<file path="src/rtl/ofdm_frame_sequencer_pkg.sv">
// Shared types and defaults for the OFDM frame sequencer.
package ofdm_frame_sequencer_pkg;

    localparam int OFDM_SIZE_DEF = 1024;

    typedef enum logic [1:0] {
        ST_IDLE = 2'd0,
        ST_PRE  = 2'd1,
        ST_DATA = 2'd2,
        ST_GAP  = 2'd3
    } state_t;

endpackage

</file>
<file path="src/rtl/ofdm_frame_sequencer_sym_counter.sv">
// Sample/symbol position counter; advances exactly when the symbol builder consumes a sample.
module ofdm_frame_sequencer_sym_counter
    import ofdm_frame_sequencer_pkg::*;
#(
    parameter int OFDM_SIZE = OFDM_SIZE_DEF,
    parameter int N_PRE     = 2,
    parameter int N_SYM     = 18,
    parameter int CNT_W     = 11
) (
    input  logic             clk,
    input  logic             res_n,
    input  logic             inc,
    input  logic             clr,
    output logic [CNT_W-1:0] samp_cnt,
    output logic [7:0]       sym_idx,
    output logic             samp_last,
    output logic             sym_pre_last,
    output logic             sym_last
);

    assign samp_last    = (samp_cnt == CNT_W'(OFDM_SIZE - 1));
    assign sym_pre_last = (sym_idx == 8'(N_PRE - 1));
    assign sym_last     = (sym_idx == 8'(N_SYM - 1));

    // Symbol index wraps to 0 after the last data symbol so a continuous frame restarts cleanly.
    always_ff @(posedge clk or negedge res_n) begin
        if (!res_n) begin
            samp_cnt <= '0;
            sym_idx  <= '0;
        end else if (clr) begin
            samp_cnt <= '0;
            sym_idx  <= '0;
        end else if (inc) begin
            if (samp_last) begin
                samp_cnt <= '0;
                sym_idx  <= sym_last ? 8'd0 : sym_idx + 8'd1;
            end else begin
                samp_cnt <= samp_cnt + CNT_W'(1);
            end
        end
    end

endmodule

</file>
<file path="src/rtl/ofdm_frame_sequencer.sv">
// Frame-level controller gating the OFDM symbol builder through preamble, data and gap phases.
//  state   | meaning
//  ST_IDLE | waiting for start
//  ST_PRE  | builder enabled, preamble source selected
//  ST_DATA | builder enabled, data source selected
//  ST_GAP  | builder disabled, fixed idle clocks before next frame or IDLE
module ofdm_frame_sequencer
    import ofdm_frame_sequencer_pkg::*;
#(
    parameter int OFDM_SIZE  = OFDM_SIZE_DEF,
    parameter int N_PRE      = 2,
    parameter int N_DATA     = 16,
    parameter int GAP_CYCLES = 8,
    parameter int CNT_W      = 11
) (
    input  logic             clk,
    input  logic             res_n,
    input  logic             start,
    input  logic             cont,
    input  logic             abort,
    input  logic             ready_in,
    output logic             ctrl_en,
    output logic             sel_pre,
    output logic [CNT_W-1:0] samp_cnt,
    output logic [7:0]       sym_idx,
    output logic             sof,
    output logic             eof,
    output logic             busy,
    output logic [15:0]      frame_cnt
);

    localparam int GAP_W = (GAP_CYCLES > 1) ? $clog2(GAP_CYCLES) : 1;

    state_t           state, state_nxt;
    logic [GAP_W-1:0] gap_cnt;
    logic             adv;
    logic             samp_last, sym_pre_last, sym_last;
    logic             frame_done, sof_nxt;

    assign adv = ctrl_en && ready_in;

    ofdm_frame_sequencer_sym_counter #(
        .OFDM_SIZE (OFDM_SIZE),
        .N_PRE     (N_PRE),
        .N_SYM     (N_PRE + N_DATA),
        .CNT_W     (CNT_W)
    ) u_sym_counter (
        .clk          (clk),
        .res_n        (res_n),
        .inc          (adv),
        .clr          (abort),
        .samp_cnt     (samp_cnt),
        .sym_idx      (sym_idx),
        .samp_last    (samp_last),
        .sym_pre_last (sym_pre_last),
        .sym_last     (sym_last)
    );

    always_comb begin
        state_nxt  = state;
        frame_done = 1'b0;
        sof_nxt    = adv && (samp_cnt == '0) && (sym_idx == '0) && !abort;
        case (state)
            ST_IDLE: if (start) state_nxt = ST_PRE;
            ST_PRE:  if (adv && samp_last && sym_pre_last) state_nxt = ST_DATA;
            ST_DATA: begin
                if (adv && samp_last && sym_last) begin
                    state_nxt  = ST_GAP;
                    frame_done = 1'b1;
                end
            end
            ST_GAP:  if (gap_cnt == '0) state_nxt = cont ? ST_PRE : ST_IDLE;
            default: state_nxt = ST_IDLE;
        endcase
        // Abort overrides everything, including a frame that would complete this clock.
        if (abort) begin
            state_nxt  = ST_IDLE;
            frame_done = 1'b0;
        end
    end

    always_ff @(posedge clk or negedge res_n) begin
        if (!res_n) begin
            state     <= ST_IDLE;
            ctrl_en   <= 1'b0;
            sel_pre   <= 1'b0;
            busy      <= 1'b0;
            sof       <= 1'b0;
            eof       <= 1'b0;
            frame_cnt <= '0;
            gap_cnt   <= '0;
        end else begin
            state   <= state_nxt;
            ctrl_en <= (state_nxt == ST_PRE) || (state_nxt == ST_DATA);
            sel_pre <= (state_nxt == ST_PRE);
            busy    <= (state_nxt != ST_IDLE);
            sof     <= sof_nxt;
            eof     <= frame_done;
            if (frame_done) frame_cnt <= frame_cnt + 16'd1;
            if (state != ST_GAP) gap_cnt <= GAP_W'(GAP_CYCLES - 1);
            else if (gap_cnt != '0) gap_cnt <= gap_cnt - GAP_W'(1);
        end
    end

endmodule
</file>
<file path="config.mk">
export PLATFORM = sky130hd
export DESIGN_NAME = ofdm_frame_sequencer
export DESIGN_NICKNAME = d
export VERILOG_FILES = /design/src/rtl/ofdm_frame_sequencer_pkg.sv /design/src/rtl/ofdm_frame_sequencer_sym_counter.sv /design/src/rtl/ofdm_frame_sequencer.sv
export SDC_FILE = /design/constraint.sdc
export NUM_CORES = 1
export LEC_CHECK = 0
export ABC_AREA = 1
export CAP_MARGIN = 30
export CELL_PAD_IN_SITES_DETAIL_PLACEMENT = 0
export CELL_PAD_IN_SITES_GLOBAL_PLACEMENT = 1
export CORE_MARGIN = 2
export CORE_UTILIZATION = 40
export DETAILED_ROUTE_END_ITERATION = 12
export GPL_ROUTABILITY_DRIVEN = 0
export PLACE_DENSITY_LB_ADDON = 0.12
export SETUP_SLACK_MARGIN = 0.4
export SLEW_MARGIN = 15
export SYNTH_ARGS = -nofsm -noshare
export SYNTH_HDL_FRONTEND = slang
export SYNTH_SLANG_ARGS = --single-unit
</file>
<file path="constraint.sdc">
create_clock -name clk -period 3.6 [get_ports clk]
set_clock_uncertainty 0.2 [all_clocks]
set_input_delay 0.72 -clock clk [delete_from_list [all_inputs] [get_ports clk]]
set_output_delay 0.72 -clock clk [all_outputs]
set_load 0.005 [all_outputs]
</file>
### After elaboration in Yosys (flattened, before gate mapping)

Cells that the tools add are included.
W data, S select, Z words.

* add/subtract/negate cells: 4
* equal/unequal tests: 9
* muxes and demuxes: 19
* reduce and logical (&&, ||, !) cells: 19

Operator list (count)
* $mux W11: 3
* $mux W8: 4
* $add A16 B1 Y16 const B: 1
* $add A11 B1 Y11 const B: 1
* $eq A11 B10 Y1 const B: 1
* $logic_not A11 Y1: 1
* $mux W2: 5
* $add A8 B1 Y8 const B: 1
* $eq A8 B1 Y1 const B: 1
* $eq A8 B5 Y1 const B: 1
* $logic_not A8 Y1: 1
* $pmux W2 S4: 1
* $reduce_bool A2 Y1: 4
* $logic_and A1 B1 Y1: 7
* $eq A2 B2 Y1 const B: 3
* $mux W3: 2
* $eq A2 B1 Y1 const B: 2
* $mux W1: 4
* $logic_not A3 Y1: 1
* $reduce_bool A3 Y1: 1
* $sub A3 B1 Y3 const B: 1
* $logic_not A2 Y1: 1
* $ne A2 B2 Y1 const B: 1
* $reduce_and A2 Y1: 1
* 2 further kinds: 2

* register bits after elaboration: 45
* output and inout port bits: 40
* word-level logic and storage cells: 61

### Logic depth before layout (Yosys ltp)

Gate-level depths: netlist (run 1).

* depth in word-level cells: 8
* gate-level depth with buffers: 11
* gate-level depth less buffers: 11

### By module

From an unflattened synthesis (run 1), not the netlist that was laid out.

* cell total of the unflattened synthesis: 351
* area total of the unflattened synthesis: 2638.8 um^2

By module, submodules not included
* ofdm_frame_sequencer: times used 1, cells an instance 171, area each 1423.9 um^2, seq. area each 650.6 um^2
* ofdm_frame_sequencer_sym_counter: times used 1, cells an instance 180, area each 1214.9 um^2, seq. area each 475.5 um^2

### Worst setup path before layout (run 1)

Ideal clock, no wire load.

* kind: input-to-reg
* from: in ready_in
* to: reg ctrl_en
* setup time: 0.126 ns
* arrival: 1.707 ns
* required time: 3.274 ns
* slack: 1.567 ns
* cell stages on the path: 8
* buffers on the path: 0
* cells stage by stage: nand2_2 inv_1 nand4_2 nor2_4 nor2_1 nand2_1 nand2_1 ha_1

* word-level cells in the longest chain between the ends: 8

Ends and longest elaborated chain
* start, declared: line ofdm_frame_sequencer.sv:21 `input logic ready_in,`
* $logic_and A1 B1 Y1 *: line ofdm_frame_sequencer.sv:40 `assign adv = ctrl_en && ready_in;`
* $logic_and A1 B1 Y1 *: line ofdm_frame_sequencer.sv:65, ofdm_frame_sequencer.sv:67
* $logic_and A1 B1 Y1 (on tied branches): line ofdm_frame_sequencer.sv:67, ofdm_frame_sequencer.sv:65
* $mux W2 (on tied branches): line ofdm_frame_sequencer.sv:67, ofdm_frame_sequencer.sv:65
* $pmux W2 S4 *: line ofdm_frame_sequencer.sv:63 `case (state)`
* $mux W2 *: line ofdm_frame_sequencer.sv:76 `if (abort) begin`
* $eq A2 B1 Y1 or $eq A2 B2 Y1 (tied branches): line ofdm_frame_sequencer.sv:94 `ctrl_en <= (state_nxt == ST_PRE) || (state_nxt == ST_DATA);`
* $logic_or A1 B1 Y1 *: line ofdm_frame_sequencer.sv:94
* end signal, assigned: line ofdm_frame_sequencer.sv:94
* end, declared: line ofdm_frame_sequencer.sv:22 `output logic ctrl_en,`

Every way passes the cells marked *; elsewhere a longest branch is shown, timed or not.
A chain may end at the register's enable or synchronous reset.

### Worst setup path after layout (run 1)

Ends and elaborated chain as after synthesis.

==> results.ini, run 1 <==
[critical_path]
cp_common_cell=nand2_1
critPathSlowestCell=clkdlybuf4s50_1
required_ps=3580
crit_chain=clkdlybuf4s50_1 > nand2_2 > inv_1 > nand4_2 > nor2_4 > nor2_1 > nand2_1 > nand2_1 > ha_1
startpoint_type=primary input
slowest_delay_ps=470
cp_max_fo=9
crit_path_end_kind=flip-flop
crit_arrival_ps=2340
rrSetupSlack_ps=1490
critPathKind=in -> reg

[pwr]
powerDensity_mw_per_mm2=304
leakage_nw=1.60
intPower_w=0.000744
ir_drop_mv=0.162
swShare_pct=26.4
power_frac_clock_pct=31.8
p_seq_share_pct=53.4
power_switching_w=0.000267
p_comb_share_pct=14.8

[global_routing]
antenna_found_initial=0
grt_max_degree=26
grt-ovfl-total=0
grt_pass1_vias=2269
grt_first_pass_wirelength_mm=10.6
track_usage_pct=17.8

[finish]
final_area_mm2=0.00333
final_common_cell=nand2_1
num-fill-cells=622
fin_nets=406
final-seq-area_mm2=0.00113
diodes=0
mostFrequentLayoutCells=nand2_1, dfrtp_1, clkdlybuf4s50_1
drive_above_1_share_pct=8.97
multiInputGateArea_mm2=0.00137
areaGrowthSynthToFinish_pct=23.6

[place]
dp_hpwl_mm=4.52
dp_slack_ps=919
io_buffer_count=45
placed_cell_area_mm2=0.00324

[sta]
setup_ws_ps=1240
fmax_mhz=424
rsz0062_at_grt=no
finalCriticalPeriod_ps=2360
fin_tns_setup_ps=0
slew_viol_final=0
min_period_over_period_pct=65.5
relSlewSlack_pct=63.7
worst_slew_pin_slew_ps=544
finalHoldViolations=0
setup_viol=0

[clock_network]
cts_tree=built
cts_setup_buffers=0
cts_root_buf=clkbuf_8
cts.htree.levels=2
clk_pin_slew_ps=80
cts_made_buffers=5
cts_resized=0
cts_max_path_buffers=2
hold_buffers=0
cts.sinks=45
clkLatencyLatePin_ps=290

[yosys]
synth_cell_types=35
synth_area_leaders=dfrtp_1, nand2_1, nand3_1
synth_top_area_share_pct=41.8
syn_area_mm2=0.00269
yosysSeqAreaShare_pct=41.8
synthCells=340
syn_avg_cell_area_um2=7.92
yosys_register_bits=45
synth_fp_nets=356
synth_top_cell_by_area=dfrtp_1
yosysWarningCount=0

[die]
die_h_um=86.0
initial_utilization_pct=41.9
ios=46
core_area_mm2=0.00642
std_cell_rows=29
die_x_um=86.0
die-area_mm2=0.00740

[worst_hold_path]
hold_path_class=in -> async

[drt]
drc=0
via_count=2326
dr.first_iter.drc_count=59
wl_per_cell_um=12.7
drt-total-wl_mm=5.95
via_per_inst=4.98
ant_nets=0
dr.pass1.iters=4

[status]
outcome=completed

[job]
cap_violations=0

synth_stat cells, drive strengths merged:
cell type  number
nand2          88
dfrtp          45
inv            45
nor2           43
nand3          39
nand4          13
o21ai          12
ha             10
nor3           10
xor2            9
a21oi           7
xnor2           4
buf             3
nand3b          2
nor4            2
o22ai           2
a211oi          1
a31oi           1
clkbuf          1
clkinv          1
o211ai          1
or2             1
final cells by class:
type	instances	share of cell area, %
multi-input combinational	245	41.2
timing repair buffer	47	14.2
inverter	46	5.19
sequential	45	33.9
clock buffer	7	2.60
tap	77	2.90
final timing paths:
| path | from | end | cells past startpoint |
|---|---|---|---|
| setup / recovery | ready_in | ctrl_en$_DFF_PN0_ | 9 |
| hold / removal | res_n | u_sym_counter.samp_cnt[4]$_DFFE_PN0P_ | 1 |
| setup reg to reg | u_sym_counter.samp_cnt[1]$_DFFE_PN0P_ | ctrl_en$_DFF_PN0_ | 9 |
| hold reg to reg | gap_cnt[0]$_DFFE_PN0P_ | gap_cnt[0]$_DFFE_PN0P_ | 2 |
| max in group asynchronous | res_n | frame_cnt[9]$_DFFE_PN0P_ | 2 |
| min in group clk | gap_cnt[0]$_DFFE_PN0P_ | gap_cnt[0]$_DFFE_PN0P_ | 2 |
cell families after synthesis:
family / after synthesis / share of synthesized area, %
simple gates: 198 / 37.1
xor+xnor: 13 / 4.23
compound gates: 24 / 4.93
buf+inv: 50 / 7.21
fa+ha+maj: 10 / 4.65
flops: 45 / 41.8
state kept, by name (all words and copies together), names as in the netlist:
register and count:
gap_cnt 3, sof 1, u_sym_counter.samp_cnt 11, u_sym_counter.sym_idx 8, frame_cnt 16, state 2
eof 1, busy 1, ctrl_en 1, sel_pre 1
metal layers:
metal / up-vias / share of wire (%) / global-route usage, %
li1: 1198 / - / -
met2: 45 / 47 / 29.7
met5: - / 0 / 0
met4: 0 / 0.49 / 4.91
met3: 2 / 3.5 / 3.27
met1: 1081 / 49 / 23.6
power groups by stage:
stage	clock, W	combinational [W]	sequential (W)
after global routing	0.000355	0.000171	0.000544
after floorplan	0	0.0000823	0.000552
after CTS	0.000336	0.000154	0.000541
final	0.000321	0.000149	0.000540
after detailed placement	0	0.000153	0.000551
after global placement	0	0.000150	0.000551
per-stage QoR:
| stage | total power [W] | hold slack (ps) | util [%] | cells |
|---|---|---|---|---|
| after CTS | 0.00103 | 213 | 51.8 | 467 |
| final | 0.00101 | 199 | 51.8 | 467 |
| after global placement | 0.000700 | 266 | 50.1 | 459 |
| after detailed placement | 0.000704 | 278 | 50.4 | 460 |
| after floorplan | 0.000634 | 224 | - | 340 |
| after global routing | 0.00107 | 231 | 51.8 | 467 |
worst max-delay path: cells and delay by family:
family        cells  cell delay [ps]
fa+ha+maj         1              280
buf+inv           2              610
simple gates      6              720
(Power assumes the default switching activity.)
==> run 2, diff against run 1 <==
Settings changed: CORE_UTILIZATION 40 to 39.
Clock period 3.6 ns to 2.2 ns, I/O delays scaled along.
==> results.ini, run 2 (synthesized netlist as in run 1, its figures left out) <==
[drt]
drt-total-wl_mm=7.30
dr.pass1.iters=4
drc=0
ant_nets=0
via_count=2654
wl_per_cell_um=13.7
via_per_inst=4.99
dr.first_iter.drc_count=118

[place]
io_buffer_count=45
dp_hpwl_mm=4.71

[critical_path]
startpoint_type=flip-flop
critPathSlowestCell=dfrtp_1
crit_chain=buf_4 > buf_4 > dlygate4sd2_1
required_ps=1560
cp_max_fo=2
worstReg2RegStart=u_sym_counter.samp_cnt[1]$_DFFE_PN0P_
critPathKind=reg -> out
cp_common_cell=buf_4
crit_arrival_ps=1200
crit_path_end_kind=output port
cpLargestDelayFamily=buffers and inverters
crit_buf_inv=3
critPathLaunch=u_sym_counter.samp_cnt[1]$_DFFE_PN0P_
slowest_delay_ps=390

[global_routing]
grt_pass1_vias=2416
grt-ovfl-total=0
grt_max_degree=46
track_usage_pct=19.1
grt_first_pass_wirelength_mm=11.4
antenna_found_initial=0

[sta]
min_period_over_period_pct=83.5
slew_viol_final=0
worst_slew_pin_slew_ps=349
relSlewSlack_pct=76.5
finalCriticalPeriod_ps=1840
setup_viol=0
fmax_mhz=545
finalHoldViolations=0
fin_tns_setup_ps=0
rsz0062_at_grt=yes

[die]
die_x_um=87.1
die_h_um=87.1
core_area_mm2=0.00672
initial_utilization_pct=40.1
ios=46
std_cell_rows=30
die-area_mm2=0.00758

[finish]
final_common_cell=nand2_1
drive_above_1_share_pct=29.2
areaGrowthSynthToFinish_pct=47.9
largest_reg_flops=16
diodes=0
fin_nets=468
mostFrequentLayoutCells=nand2_1, buf_4, inv_1
largest_registers=frame_cnt: 16 flops, u_sym_counter.samp_cnt: 11 flops, u_sym_counter.sym_idx: 8 flops
num-fill-cells=630
largest_register=frame_cnt

[clock_network]
clk_pin_slew_ps=80
cts_root_buf=clkbuf_8
cts.htree.levels=2
cts.sinks=45
clkLatencyLatePin_ps=300
cts_tree=built
cts_max_path_buffers=2
cts_made_buffers=5

[pwr]
ir_drop_mv=0.276
totalPowerFinal_w=0.00178
leakage_nw=2.24
powerDensity_mw_per_mm2=447

[status]
outcome=completed

[job]
cap_violations=0

[worst_hold_path]
hold_path_class=reg -> reg
holdCritStartpoint=gap_cnt[0]$_DFFE_PN0P_

-- run 2: cell type report --
class / count / area, µm² / area share (%)
Tap cell: 80 / 100 / 2.51
Inverter: 46 / 173 / 4.34
Clock buffer: 7 / 86.3 / 2.17
Multi-Input combinational cell: 247 / 1530 / 38.4
Timing Repair Buffer: 107 / 952 / 23.9
Sequential cell: 45 / 1140 / 28.6
-- run 2: path summary, 6_finish.rpt --
kind	endpoint	slack [ps]	depth (start not counted)
max	samp_cnt[1]	360	3
min	gap_cnt[0]$_DFFE_PN0P_	300	2
max reg2reg	frame_cnt[5]$_DFFE_PN0P_	400	10
min reg2reg	gap_cnt[0]$_DFFE_PN0P_	300	2
max in group asynchronous	u_sym_counter.sym_idx[2]$_DFFE_PN0P_	1100	3
min in group asynchronous	u_sym_counter.samp_cnt[4]$_DFFE_PN0P_	450	3
-- run 2: per-layer routing --
metal | GRT usage [%] | wire [µm] | share of wire (%)
met2 | 32.7 | 3530 | 48
met3 | 3.13 | 218 | 3.0
met1 | 25.2 | 3460 | 47
met4 | 4.26 | 89 | 1.2
met5 | 0 | 0 | 0
-- run 2: where the power goes --
| part | internal (W) | total (W) | switching, W |
|---|---|---|---|
| clock network | 0.000250 | 0.000532 | 0.000282 |
| registers | 0.000862 | 0.000883 | 0.0000207 |
| logic | 0.000167 | 0.000363 | 0.000196 |
-- run 2: worst register-to-register path: stages (launching register included) --
cell and delay, ps:
dfrtp_1 360, ha_2 190, inv_2 50, nor2_4 150, buf_6 140, inv_2 40, nor2_4 110, nand3_4 130
nor2_4 200, nand3_1 100, nand2_1 60
-- run 2: through the flow --
stage	instances	util, %	instance area, µm²	setup WS (ps)	hold WS, ps
5_1_grt	532	59.3	3980	297	324
3_5_place_dp	471	49.6	3330	25.3	245
6_report	532	59.3	3980	364	302
3_3_place_gp	471	49.6	3330	70.7	246
2_1_floorplan	340	-	2710	320	-55.6
4_1_cts	522	55.6	3730	289	314
-- run 2: repair_timing --
item / in CTS / in global routing
pin swaps: 7 / 13
setup buffers: 43 / 7
gates cloned: 0 / 3
endpoints found under the hold margin: 45 / 0
hold buffers: 1 / 0
gates resized for setup: 44 / 41
endpoints found under the setup margin: 58 / 40
